File: src/rtl/seg7_pkg.sv
// Shared definitions for the seven-segment scan counter: digit width,
// active-high glyph table and the per-digit maximum helper.
package seg7_pkg;

  localparam int DIGIT_W = 4;

  // Index 0 is the rightmost element; bit0=a .. bit6=g.
  localparam logic [15:0][6:0] GLYPH_TABLE = {
    7'h71, 7'h79, 7'h5E, 7'h39, 7'h7C, 7'h77, 7'h6F, 7'h7F,
    7'h07, 7'h7D, 7'h6D, 7'h66, 7'h4F, 7'h5B, 7'h06, 7'h3F
  };

  function automatic logic [DIGIT_W-1:0] digit_max(input logic bcd);
    return bcd ? 4'd9 : 4'hF;
  endfunction

endpackage

File: src/rtl/seg7_glyph_rom.sv
// Combinational 4-bit digit to active-high seven-segment glyph decoder.
module seg7_glyph_rom
  import seg7_pkg::*;
(
  input  logic [DIGIT_W-1:0] digit,
  output logic [6:0]         glyph
);

  assign glyph = GLYPH_TABLE[digit];

endmodule

File: src/rtl/seg7_scan_counter.sv
// Multi-digit hex/BCD up/down counter with prescaled stepping and a
// multiplexed seven-segment display scanner.
module seg7_scan_counter
  import seg7_pkg::*;
#(
  parameter int NUM_DIGITS = 4,
  parameter int TICK_DIV   = 10000000,
  parameter int SCAN_DIV   = 1000,
  parameter int BCD        = 0,
  parameter int ACTIVE_LOW = 0
) (
  input  logic                          clk,
  input  logic                          rst_n,
  input  logic                          en,
  input  logic                          dir,
  input  logic                          load,
  input  logic [DIGIT_W*NUM_DIGITS-1:0] load_data,
  output logic [DIGIT_W*NUM_DIGITS-1:0] value,
  output logic [6:0]                    segments,
  output logic [NUM_DIGITS-1:0]         digit_sel,
  output logic                          tick,
  output logic                          wrap
);

  localparam int PRE_W  = $clog2(TICK_DIV);
  localparam int SCAN_W = (SCAN_DIV > 1) ? $clog2(SCAN_DIV) : 1;
  localparam int IDX_W  = (NUM_DIGITS > 1) ? $clog2(NUM_DIGITS) : 1;

  localparam logic [PRE_W-1:0]   PRE_MAX  = PRE_W'(TICK_DIV - 1);
  localparam logic [SCAN_W-1:0]  SCAN_MAX = SCAN_W'(SCAN_DIV - 1);
  localparam logic [IDX_W-1:0]   IDX_MAX  = IDX_W'(NUM_DIGITS - 1);
  localparam logic [DIGIT_W-1:0] DMAX     = digit_max(BCD != 0);

  logic [PRE_W-1:0]                prescale;
  logic [SCAN_W-1:0]               scan_cnt;
  logic [IDX_W-1:0]                digit_idx;
  logic [DIGIT_W*NUM_DIGITS-1:0]   stepped;
  logic [DIGIT_W*NUM_DIGITS-1:0]   loaded;
  logic                            step_carry;
  logic [DIGIT_W-1:0]              cur_digit;
  logic [6:0]                      glyph;
  logic [NUM_DIGITS-1:0]           sel_onehot;

  // Ripple the +1/-1 through the digits; a carry surviving the top digit is a rollover.
  always_comb begin
    stepped    = value;
    step_carry = 1'b1;
    for (int i = 0; i < NUM_DIGITS; i++) begin
      if (step_carry) begin
        if (dir) begin
          if (value[i*DIGIT_W +: DIGIT_W] == DMAX) begin
            stepped[i*DIGIT_W +: DIGIT_W] = '0;
          end else begin
            stepped[i*DIGIT_W +: DIGIT_W] = value[i*DIGIT_W +: DIGIT_W] + DIGIT_W'(1);
            step_carry = 1'b0;
          end
        end else begin
          if (value[i*DIGIT_W +: DIGIT_W] == '0) begin
            stepped[i*DIGIT_W +: DIGIT_W] = DMAX;
          end else begin
            stepped[i*DIGIT_W +: DIGIT_W] = value[i*DIGIT_W +: DIGIT_W] - DIGIT_W'(1);
            step_carry = 1'b0;
          end
        end
      end
    end
  end

  always_comb begin
    loaded = load_data;
    for (int i = 0; i < NUM_DIGITS; i++) begin
      if (load_data[i*DIGIT_W +: DIGIT_W] > DMAX) begin
        loaded[i*DIGIT_W +: DIGIT_W] = DMAX;
      end
    end
  end

  // Load wins over a coincident step and restarts the prescaler phase.
  always_ff @(posedge clk) begin
    if (!rst_n) begin
      prescale <= '0;
      value    <= '0;
      tick     <= 1'b0;
      wrap     <= 1'b0;
    end else begin
      tick <= 1'b0;
      wrap <= 1'b0;
      if (load) begin
        value    <= loaded;
        prescale <= '0;
      end else if (en) begin
        if (prescale == PRE_MAX) begin
          prescale <= '0;
          value    <= stepped;
          tick     <= 1'b1;
          wrap     <= step_carry;
        end else begin
          prescale <= prescale + PRE_W'(1);
        end
      end
    end
  end

  always_ff @(posedge clk) begin
    if (!rst_n) begin
      scan_cnt  <= '0;
      digit_idx <= '0;
    end else if (scan_cnt == SCAN_MAX) begin
      scan_cnt  <= '0;
      digit_idx <= (digit_idx == IDX_MAX) ? '0 : digit_idx + IDX_W'(1);
    end else begin
      scan_cnt <= scan_cnt + SCAN_W'(1);
    end
  end

  always_comb begin
    cur_digit  = value[DIGIT_W-1:0];
    sel_onehot = '0;
    for (int i = 0; i < NUM_DIGITS; i++) begin
      if (digit_idx == IDX_W'(i)) begin
        cur_digit     = value[i*DIGIT_W +: DIGIT_W];
        sel_onehot[i] = 1'b1;
      end
    end
  end

  seg7_glyph_rom u_glyph (
    .digit (cur_digit),
    .glyph (glyph)
  );

  assign segments  = (ACTIVE_LOW != 0) ? ~glyph      : glyph;
  assign digit_sel = (ACTIVE_LOW != 0) ? ~sel_onehot : sel_onehot;

endmodule

File: config.mk
export PLATFORM = sky130hd
export DESIGN_NAME = seg7_scan_counter
export DESIGN_NICKNAME = d
export VERILOG_FILES = /design/src/rtl/seg7_pkg.sv /design/src/rtl/seg7_glyph_rom.sv /design/src/rtl/seg7_scan_counter.sv
export SDC_FILE = /design/constraint.sdc
export NUM_CORES = 1
export LEC_CHECK = 0
export ABC_AREA = 1
export CAP_MARGIN = 10
export CORE_MARGIN = 2
export CORE_UTILIZATION = 35
export CTS_CLUSTER_DIAMETER = 60
export DETAILED_ROUTE_END_ITERATION = 16
export HOLD_SLACK_MARGIN = 0.15
export SYNTH_ARGS = -nofsm -noshare
export SYNTH_HDL_FRONTEND = slang
export SYNTH_SLANG_ARGS = --single-unit
File: constraint.sdc
create_clock -name clk -period 4.1 [get_ports clk]
set_clock_uncertainty 0.1 [all_clocks]
set_input_delay 0.82 -clock clk [delete_from_list [all_inputs] [get_ports clk]]
set_output_delay 0.82 -clock clk [all_outputs]
set_load 0.02 [all_outputs]
Word level (Yosys, flattened, before mapping)
Memory sizes are Yosys's and may differ from the RTL's.
Cells that the tools add are included.
- flip-flop bits (word level): 54
- memory bits (read-only): 112
- input bits: 21
- output and inout port bits: 29
- memories kept: 1
- memories (name ; words ; bits a word ; read ports ; clocked after memory_dff ; write ports ; line ; source):
    (name not given) ; 16 ; 7 ; 1 ; 0 ; 0 ; seg7_glyph_rom.sv:9 ; assign glyph = GLYPH_TABLE[digit];
- add/subtract/negate cells: 11
- $lt $le $gt $ge: 5
- eq/ne operators: 9
- multiplexer cells: 47
- bitwise operators: 4
- reductions and logical operators: 18
- operator list (cell ; number):
    $mux W4 ; 22
    $mux W16 ; 3
    $add A24 B1 Y24 const B ; 1
    $eq A24 B24 Y1 const B ; 1
    $mux W24 ; 1
    $mux W1 ; 19
    $add A4 B1 Y4 const B ; 4
    $eq A4 B4 Y1 const B ; 4
    $gt A4 B4 Y1 const B ; 4
    $logic_not A4 Y1 ; 4
    $sub A4 B1 Y4 const B ; 4
    $add A10 B1 Y10 const B ; 1
    $eq A10 B10 Y1 const B ; 1
    $reduce_bool A2 Y1 ; 5
    $reduce_and A3 Y1 ; 3
    $mux W7 ; 1
    $lt A4 B5 Y1 const B ; 1
    $reduce_or A5 Y1 ; 1
    $eq A2 B2 Y1 const B ; 2
    $not A1 Y1 ; 4
    $reduce_or A2 Y1 ; 2
    $reduce_or A3 Y1 ; 1
    $add A2 B1 Y2 const B ; 1
    $eq A2 B1 Y1 const B ; 1
    3 further kinds ; 3

Logic depth before layout (Yosys ltp)
- word-level depth: 9
- depth in mapped cells: 13

Hierarchy
Synthesis repeated with hierarchy kept, for this count alone.
- cells, all modules: 622
- area, all modules: 3985.1 µm²
- modules (own cells, without submodules) (module ; instances ; cells each ; area an instance (µm²) ; sequential area each (µm²)):
    seg7_scan_counter ; 1 ; 570 ; 3714.8 ; 1081.0
    seg7_glyph_rom ; 1 ; 52 ; 270.3 ; 0.0

Worst setup path before layout
OpenSTA, ideal clock, no wires.
- path kind: reg2out
- from: reg digit_idx[1]
- to: out segments[0]
- arrival time: 2.149 ns
- data required time: 3.180 ns
- path slack: 1.031 ns
- stages on the path, launching flop included: 12
- buffers on the path: 0
- path through: dfxtp_1 > inv_1 > ha_1 > nand2_1 > o21ai_0 > o21ai_0 > o21ai_1 > inv_1 > ha_1 > inv_1 > nor2_1 > o21ai_0
- word-level cells in the longest chain between the ends: 6
- RTL lines (item ; line ; source):
    from (decl) ; seg7_scan_counter.sv:36 ; logic [IDX_W-1:0] digit_idx;
    from (signal assigned) ; seg7_scan_counter.sv:110 ; digit_idx <= (digit_idx == IDX_MAX) ? '0 : digit_idx + IDX_W'(1);
    $eq A2 B1 Y1 ; seg7_scan_counter.sv:120 ; if (digit_idx == IDX_W'(i)) begin
    $mux W4 (2 in series) ; seg7_scan_counter.sv:120 ;
    $mux W4 * ; seg7_scan_counter.sv:120 ;
    $mem_v2 Z16 W7 * ; n/a ;
    $mux W7 (not written as such) * ; seg7_glyph_rom.sv:9 ;
    to (decl) ; seg7_scan_counter.sv:19 ; output logic [6:0] segments,
Mark *: on every way between the ends. The rest lies on a longest branch, timed or not. The select of a mux whose other input is x is not followed.

Final worst setup path
- from: reg digit_idx[1]
- to: out segments[1]
Same word-level chain as after synthesis.

==> flow_metrics.env <==
export IMPL_min_from="scan_cnt[0]$_SDFF_PP0_"
export IMPL_port_buffers=49
export IMPL_die_x_um=108
export IMPL_yosysWarnings=0
export IMPL_postSynthCellCount=614
export IMPL_synth_distinct_cells=38
export IMPL_crit_buf_inv=4
export IMPL_yosysMostFrequentCell="nand2_1"
export IMPL_synth_edff_count=0
export IMPL_gp_congestion=0.864
export IMPL_grt_pass1_wl_um=16400
export IMPL_cts_root_buf="clkbuf_8"
export IMPL_reg2reg_depth=10
export IMPL_drv_slew=0
export IMPL_cts_made_buffers=5
export IMPL_cp_max_fo=9
export IMPL_rsz0062_at_grt="no"
export IMPL_ant_nets=0
export IMPL_path_delay_family="buffers and inverters"
export IMPL_holdPathStages=1
export IMPL_syn_avg_cell_area_um2=6.19
export IMPL_path_common_cell="inv_1"
export IMPL_syn_nets=655
export IMPL_arrival_ns=2.89
export IMPL_die_h_um=108
export IMPL_crit_required_ns=3.18
export IMPL_synth_largest_area_cell="dfxtp_1"
export IMPL_drive_gt1_frac=0.0529
export IMPL_overflow=0
export IMPL_cts_buffer_depth=2
export IMPL_num_vias=3921
export IMPL_num_nets_final=702
export IMPL_r2r_start="prescale[0]$_SDFFE_PP0P_"
export IMPL_wl_per_cell_um=12.3
export IMPL_core_mm2=0.0107
export IMPL_placementRows=38
export IMPL_yosys_top_cells_area="dfxtp_1 28%, nand2_1 17%, nor2_1 9.4%"
export IMPL_post_place_cells=794
export IMPL_cpPeakStageDelay_ns=0.59
export IMPL_hold_viol_final=0
export IMPL_max_freq_mhz=262
export IMPL_synth_ff_type="dfxtp_1"
export IMPL_grt_antenna_before_repair=0
export IMPL_holdPathEnd="scan_cnt[0]$_SDFF_PP0_"
export IMPL_post_route_drc_count=0
export IMPL_hold_slack_ns=0.353
export IMPL_cp_end_kind="output pin"
export IMPL_n_antenna_cell=0
export IMPL_area_delta_synth_final_pct=19.0
export IMPL_die_area_mm2=0.0117
export IMPL_powerDensity_mw_per_mm2=258
export IMPL_viasPerCell=4.89
export IMPL_path_cells="inv_1 > ha_1 > nand2_1 > o21ai_0 > o21ai_0 > o21ai_2 > inv_1 > ha_1 > a21oi_1 > inv_1 > nand2_1 > clkdlybuf4s50_1"
export IMPL_grt_max_degree=22
export IMPL_async_reset_ff_frac=0
export IMPL_htreeDepth=2
export IMPL_slowest_stage="clkdlybuf4s50_1"
export IMPL_synth_seq_area_share=0.284
export IMPL_clk_latency_ns=0.33
export IMPL_start_util=0.355
export IMPL_synth_common_cells="176 x nand2_1, 95 x nor2_1, 69 x inv_1"
export IMPL_grt_use_total=0.176
export IMPL_ir_worst_vdd_v=0.000135
export IMPL_synthesis_area_mm2=0.00380
export IMPL_drtIter0Drc=198
export IMPL_drt_first_pass_iters=5
export IMPL_p_leak_nw=1.91
export IMPL_stdcell_area_mm2=0.00452
export IMPL_fin_cells=802
export IMPL_wirelength_um=9900
export IMPL_worstMarginPinSlew_ns=0.582
export IMPL_yosys_area_top_type_share=0.284
export IMPL_status="finished, final reports clean"
export IMPL_period_needed_ns=3.81
export IMPL_start_kind="register"
export IMPL_pin_count=50
export IMPL_hold_class="reg2reg"
export IMPL_dpl_cell_area_mm2=0.00442
export IMPL_reg2reg_setup_slack_ns=2.05
export IMPL_ys_ff_latch=54
export IMPL_cts_tree="yes"
export IMPL_max_cap_violations=0
export IMPL_slew_headroom=0.610
export IMPL_setup_tns_final_ns=0
export IMPL_path_clk_slew_ns=0.11
export IMPL_r2r_end="prescale[15]$_SDFFE_PP0P_"
export IMPL_setup_viol=0
export IMPL_numClockSinks=54
export IMPL_hpwlAfterDp_um=7530
export IMPL_grt_pass1_vias=3577
export IMPL_period_share=0.930
export IMPL_path_class="reg2out"
sequential cells by signal (all words and copies together) (netlist names):
signal     flops
prescale      24
scan_cnt      10
wrap           1
digit_idx      2
tick           1
value         16
stage by stage:
step	power, W	setup WS [ns]	utilization
final	0.00117	0.287	0.423
after global routing	0.00123	0.00148	0.423
after CTS	0.00118	0.121	0.422
after detailed placement	0.000843	0.514	0.413
after global placement	0.000841	0.665	0.413
after floorplan	0.000742	1.03	-
cells by family after synthesis:
logic type                 count (synthesis)  synth area share
adders and majority gates                 20            0.0658
buffers and inverters                     86            0.0908
AOI/OAI and AO/OA                         58            0.0809
DFF                                       54             0.284
xor gates and xnor gates                  13            0.0299
and+or+nand+nor                          383             0.448
metal layers:
layer,wire length [um],global-route usage,vias up
met5,0,0,-
met4,159,0.0623,0
met3,552,0.0398,14
met2,4500,0.285,89
met1,4690,0.230,1756
li1,-,-,2062
power breakdown:
part / switching, W / internal (W)
clock: 0.000210 / 0.000124
sequential: 0.0000229 / 0.000539
combinational: 0.000157 / 0.000113
layout by cell type (no fill, tap or decap), types with 2 or more instances in the layout:
cell type / netlist / layout
buf_4: 2 / 3
nand2_2: 3 / 3
a31oi_1: 2 / 2
inv_2: 4 / 4
nand3_2: 2 / 2
o21ai_2: 0 / 2
nand4_1: 17 / 17
inv_1: 69 / 69
xor2_1: 12 / 12
nand2_1: 176 / 176
nor2_4: 4 / 4
nor3_1: 25 / 25
clkdlybuf4s50_1: 0 / 49
ha_1: 20 / 20
nor2_1: 95 / 95
nand3_1: 46 / 46
or2_2: 3 / 3
o21ai_0: 19 / 19
a21oi_1: 28 / 28
o211ai_1: 5 / 5
clkbuf_8: 0 / 5
nor4_1: 2 / 2
dfxtp_1: 54 / 54
cell type report:
| class | count | area [um2] |
|---|---|---|
| Multi-Input combinational cell | 474 | 2380 |
| Inverter | 74 | 278 |
| Fill cell | 1138 | 6170 |
| Sequential cell | 54 | 1080 |
| Clock buffer | 5 | 68.8 |
| Clock inverter | 3 | 25.0 |
| Tap cell | 140 | 175 |
| Timing Repair Buffer | 52 | 513 |
how the worst max path moves through the flow:
stage / cells past startpoint / from / endpoint / slack [ns]
final: 12 / digit_idx[1]$_SDFFE_PN0N_ / segments[1] / 0.29
after global routing: 11 / digit_idx[1]$_SDFFE_PN0N_ / segments[1] / 0.001
after CTS: 11 / digit_idx[1]$_SDFFE_PN0N_ / segments[1] / 0.12
after detailed placement: 11 / digit_idx[1]$_SDFFE_PN0N_ / segments[1] / 0.51
after global placement: 11 / digit_idx[0]$_SDFFE_PN0N_ / segments[1] / 0.66
after floorplan: 11 / digit_idx[1]$_SDFFE_PN0N_ / segments[0] / 1.03
what timing repair did:
item | 4_1_cts | 5_1_grt
gates resized for setup | 0 | 2
setup endpoints to repair | 0 | 5
hold endpoints to repair | 0 | 0
hold buffers | 0 | 0
setup buffers | 0 | 0
Note: power is estimated with default switching activity, not from simulation.
